--- config.mk ---
export PLATFORM = sky130hd
export DESIGN_NAME = display_scan_ctrl
export DESIGN_NICKNAME = d
export VERILOG_FILES = /design/src/rtl/display_scan_ctrl.sv
export SDC_FILE = /design/constraint.sdc
export NUM_CORES = 1
export LEC_CHECK = 0
export CAP_MARGIN = 40
export CORE_MARGIN = 2
export CORE_UTILIZATION = 50
export DETAILED_ROUTE_END_ITERATION = 12
export PLACE_DENSITY = 0.74
export SLEW_MARGIN = 20
export SYNTH_ARGS = -nofsm -noshare
export SYNTH_HDL_FRONTEND = slang
export SYNTH_SLANG_ARGS = --single-unit
export TNS_END_PERCENT = 100
--- constraint.sdc ---
create_clock -name clk -period 3.8 [get_ports clk]
set_input_delay 0.76 -clock clk [delete_from_list [all_inputs] [get_ports clk]]
set_output_delay 0.76 -clock clk [all_outputs]
set_load 0.03 [all_outputs]
--- src/rtl/display_scan_ctrl.sv ---
// rtl/display_scan_ctrl.sv - four-digit multiplexed BCD display scan controller
//
// Purpose: time-multiplexes four BCD digits onto a common segment bus.
// Each digit slot is a dark guard interval followed by the digit's anode
// being driven. A frame's digit values and decimal points are captured at
// frame start, so input changes mid-frame never show until the next frame.
// Optional leading-zero blanking darkens the upper zero digits.
//
// Ports:
//   clk        - clock, all state changes on the rising edge
//   rst        - synchronous active-high reset
//   en         - scan enable; low returns to IDLE with the display dark
//   digits     - four BCD nibbles, [3:0] = digit 0 (rightmost)
//   dp_in      - decimal-point request per digit, active-high
//   blank_lz   - leading-zero blanking enable
//   bcd        - BCD code of the addressed digit (to external decoder)
//   an         - anode enables, active-low, bit i = digit i
//   dp         - decimal-point segment, active-low
//   digit_sel  - index of the addressed digit
//   frame_tick - one-cycle pulse when a full four-digit frame completes

module display_scan_ctrl #(
  parameter int ON_CYC    = 100000,
  parameter int GUARD_CYC = 1000
) (
  input  logic        clk,
  input  logic        rst,
  input  logic        en,
  input  logic [15:0] digits,
  input  logic [3:0]  dp_in,
  input  logic        blank_lz,
  output logic [3:0]  bcd,
  output logic [3:0]  an,
  output logic        dp,
  output logic [1:0]  digit_sel,
  output logic        frame_tick
);

  localparam int MAX_CYC = (ON_CYC > GUARD_CYC) ? ON_CYC : GUARD_CYC;
  localparam int CW      = (MAX_CYC > 1) ? $clog2(MAX_CYC) : 1;
  localparam logic [CW-1:0] GUARD_LAST = CW'(GUARD_CYC - 1);
  localparam logic [CW-1:0] ON_LAST    = CW'(ON_CYC - 1);

  typedef enum logic [1:0] {
    IDLE  = 2'd0,
    GUARD = 2'd1,
    SHOW  = 2'd2
  } state_t;

  state_t        state, state_nxt;
  logic [CW-1:0] cnt, cnt_nxt;
  logic [15:0]   snap, snap_nxt;
  logic [3:0]    dp_snap, dp_snap_nxt;
  logic [1:0]    sel_nxt;
  logic [3:0]    bcd_nxt;
  logic [3:0]    an_nxt;
  logic          dp_nxt;
  logic          tick_nxt;
  logic          guard_done, show_done;
  logic          lz3, lz2, lz1, blanked;

  function automatic logic [3:0] nibble(input logic [15:0] v, input logic [1:0] i);
    case (i)
      2'd0:    nibble = v[3:0];
      2'd1:    nibble = v[7:4];
      2'd2:    nibble = v[11:8];
      default: nibble = v[15:12];
    endcase
  endfunction

  assign guard_done = (cnt == GUARD_LAST);
  assign show_done  = (cnt == ON_LAST);

  // State and output registers; every output is driven from a flop.
  always_ff @(posedge clk) begin
    if (rst) begin
      state      <= IDLE;
      cnt        <= '0;
      snap       <= '0;
      dp_snap    <= '0;
      digit_sel  <= '0;
      bcd        <= '0;
      an         <= 4'hF;
      dp         <= 1'b1;
      frame_tick <= 1'b0;
    end else begin
      state      <= state_nxt;
      cnt        <= cnt_nxt;
      snap       <= snap_nxt;
      dp_snap    <= dp_snap_nxt;
      digit_sel  <= sel_nxt;
      bcd        <= bcd_nxt;
      an         <= an_nxt;
      dp         <= dp_nxt;
      frame_tick <= tick_nxt;
    end
  end

  // Next-state logic; dropping en abandons the frame from any active state.
  always_comb begin
    state_nxt = state;
    case (state)
      IDLE:    if (en) state_nxt = GUARD;
      GUARD:   if (!en) state_nxt = IDLE;
               else if (guard_done) state_nxt = SHOW;
      SHOW:    if (!en) state_nxt = IDLE;
               else if (show_done) state_nxt = GUARD;
      default: state_nxt = IDLE;
    endcase
  end

  // Next values for the registered outputs and the frame snapshot.
  always_comb begin
    snap_nxt    = snap;
    dp_snap_nxt = dp_snap;
    sel_nxt     = digit_sel;
    bcd_nxt     = bcd;
    tick_nxt    = 1'b0;

    case (state)
      IDLE: begin
        if (en) begin
          snap_nxt    = digits;
          dp_snap_nxt = dp_in;
          sel_nxt     = 2'd0;
          bcd_nxt     = digits[3:0];
        end
      end
      GUARD: begin
        if (!en) sel_nxt = 2'd0;
      end
      SHOW: begin
        if (!en) begin
          sel_nxt = 2'd0;
        end else if (show_done) begin
          if (digit_sel == 2'd3) begin
            // Frame wrap: re-capture so the next frame sees fresh inputs.
            sel_nxt     = 2'd0;
            snap_nxt    = digits;
            dp_snap_nxt = dp_in;
            bcd_nxt     = digits[3:0];
            tick_nxt    = 1'b1;
          end else begin
            sel_nxt = digit_sel + 2'd1;
            bcd_nxt = nibble(snap, digit_sel + 2'd1);
          end
        end
      end
      default: sel_nxt = 2'd0;
    endcase

    // The counter restarts on every state change and idles at zero.
    if ((state_nxt != state) || (state == IDLE)) cnt_nxt = '0;
    else                                         cnt_nxt = cnt + 1'b1;

    // A digit is a leading zero when it and every digit above it are zero.
    lz3 = (snap_nxt[15:12] == 4'd0);
    lz2 = lz3 && (snap_nxt[11:8] == 4'd0);
    lz1 = lz2 && (snap_nxt[7:4] == 4'd0);
    case (sel_nxt)
      2'd3:    blanked = blank_lz && lz3;
      2'd2:    blanked = blank_lz && lz2;
      2'd1:    blanked = blank_lz && lz1;
      default: blanked = 1'b0;
    endcase

    an_nxt = 4'hF;
    dp_nxt = 1'b1;
    if ((state_nxt == SHOW) && !blanked) begin
      an_nxt = ~(4'b0001 << sel_nxt);
      dp_nxt = ~dp_snap_nxt[sel_nxt];
    end
  end

endmodule

==> results.toml <==
[synthesis]
syn_area_um2 = 2450
synth_edf_count = 0
synth_top_area_share_pct = 41.7
synth_cell_types = 47
async_flop_share_pct = 0
yosysSeqAreaShare_pct = 41.7
ys_ff_latch = 51
syn_area_per_cell_um2 = 8.35
yosysWarnings = 0
synth_top_area_cell = "dfxtp_1"
synthTopCellsByArea = "dfxtp_1 (42%), nand2_1 (6.3%), nor2_1 (6.1%)"
synth_ff_type = "dfxtp_1"
syn-instance-count = 293
syn_nets = 326

[clock_tree]
cts_tree = "done"
path_clk_slew_ns = 0.10
clockBufferDepth = 2
cts_setup_buffers = 0
cts_num_sinks = 51
htree_levels = 2
cts_hold_repair.buffers = 0
clkLatencyLatePin_ns = 0.31
root_buffer = "clkbuf_8"
cts_made_buffers = 5
cts_resized = 0

[global_routing]
grt_usage_pct = 21.5
grt_overflow = 0
met2_usage_pct = 32.3
grt_util_met1_pct = 30.3
grt_max_degree = 28
top_usage_layer = "met2"
antenna_found_initial = 0
grt_pass1_vias = 1965
met3_usage_pct = 5.96
grt_pass1_wl_um = 9150

[floorplanning]
start_util_pct = 51.8
die_w_um = 73.9
die_h_um = 73.9
row_count = 25
die-area_um2 = 5470
pin_count = 36
core_area_um2 = 4720

[critical_path]
required_ns = 3.99
arrival_ns = 3.41
worst-path-max-fanout = 10
start_kind = "flip-flop"
reg2reg_from = "cnt[0]$_SDFF_PP0_"
cp-end-kind = "flip-flop"
crit_start = "cnt[0]$_SDFF_PP0_"
path_class = "reg2reg"

[sta]
fin_worst_skew_ns = 0.0102
layout_worst_path_cycle_share_pct = 84.7
rsz0062_at_grt = "no"
fin_setup_tns_ns = 0
hold_viol_final = 0
setup_slack_ns = 0.580
fin_crit_ns = 3.22
drv_slew = 0
worst_slew_pin_slew_ns = 0.578
slew_headroom_pct = 61.3
setup_viol = 0
max_freq_mhz = 311

[final_layout]
antennaDiodeCount = 0
seqCellArea_um2 = 1020
layout_common_cells = "dfxtp_1 (51), nand2_1 (41), nor2_1 (40), clkdlybuf4s50_1 (35), a21oi_1 (25)"
area_delta_synth_final_pct = 20.3
multi_input_area_um2 = 1320
nets = 358
final_common_cell = "dfxtp_1"
fillers = 437
drive_above_1_share_pct = 5.21
instances_no_fill = 393

[status]
outcome = "completed"

[min_path]
hp-class = "reg2reg"
hp-start = "snap[3]$_SDFFE_PP0P_"

[placed_design]
dpl.cell_count = 385
dp_hpwl_um = 3940
portBuffers = 35
gp_congestion = 0.885
pre_cts_ws_ns = 0.608

[drt]
num_vias = 2166
drc_errors = 0
postRouteAntennaNets = 0
vias_per_cell = 5.51
wl_per_cell_um = 13.8
dr.pass1.iters = 6
wl_um = 5440
first_iter_violations = 175

[power_and_ir_drop]
leakagePower_uw = 0.00106
p_per_area_nw_per_um2 = 338
ir_drop_v = 0.000218

[run]
maxCapViolations = 0
## per-stage QoR
stage	hold WS, ns	util, %	cell area (µm²)	total power [µW]
floorplan	0.436	-	2450	630
CTS	0.468	62.3	2940	1010
global placement	0.446	60.2	2840	676
global route	0.495	62.3	2940	1040
detailed placement	0.455	60.2	2840	678
finish	0.468	62.3	2940	995
## area by class of cell
type,count,area share [%]
repair buffers,39,12.9
flip-flops and latches,51,34.7
inverters,11,1.40
multi-input cells,217,44.7
clock buffers,6,2.81
well taps,67,2.85
clock inverters,2,0.553
## worst max-delay path, stage by stage (launching register included)
cell	delay [ns]
dfxtp_1	0.40
ha_1	0.26
and4_1	0.28
nor4b_4	0.52
mux2i_1	0.35
and2_0	0.33
inv_1	0.12
ha_1	0.26
a211oi_1	0.27
o311a_4	0.24
o22ai_1	0.07
## layer usage
layer | part of all wire [%] | vias up
met5 | 0 | -
met4 | 1.0 | 0
met3 | 5.9 | 9
met2 | 43 | 62
met1 | 50 | 1003
li1 | - | 1092
## final timing paths
| check | depth (start not counted) | to | slack [ns] |
|---|---|---|---|
| worst max register to register | 10 | dp$_SDFF_PP1_ | 0.58 |
| worst min-delay path | 2 | snap[3]$_SDFFE_PP0P_ | 0.47 |
| worst min register to register | 2 | snap[3]$_SDFFE_PP0P_ | 0.47 |
| worst max-delay path | 10 | dp$_SDFF_PP1_ | 0.58 |
## kinds of logic (layout without fill, tap and decap cells)
family	Yosys count	after routing	synth area share, %
XOR/XNOR	14	14	5.01
multiplexers	6	6	2.51
buffers and inverters	25	58	4.45
AND/OR/NAND/NOR	128	128	25.5
adder cells (fa/ha/maj)	9	9	4.60
AO/OA/AOI/OAI	60	60	16.2
flip-flops	51	51	41.7
## report_power, final
| group | total, µW | internal [µW] | switching, µW |
|---|---|---|---|
| registers | 561 | 550 | 11.0 |
| logic | 105 | 50.6 | 54.7 |
| clock network | 329 | 149 | 180 |
| total | 995 | 749 | 246 |
## Yosys cell counts, types with 2 or more instances
library cell,count
a21oi_1,25
nand4_1,5
buf_2,3
ha_1,9
and3_1,4
nor4_1,9
inv_1,11
nor3_1,3
nand2_1,41
nand3_1,8
a211oi_1,3
o211ai_1,4
a31oi_1,3
o21ai_0,5
clkbuf_1,6
and2_1,2
mux2i_1,5
a311oi_1,2
nor2_1,40
nand2b_1,3
a221oi_1,2
buf_1,3
xor2_1,7
xnor2_1,7
o21a_1,2
o21ai_1,4
nor2b_1,3
a222oi_1,4
dfxtp_1,51
nor4b_1,2
## state kept, by name, summed over array words and instances (netlist names)
name        cells
bcd             4
dp_snap         4
frame_tick      1
digit_sel       2
snap           16
cnt            17
state           2
dp              1
an              4
(Power assumes the default switching activity.)
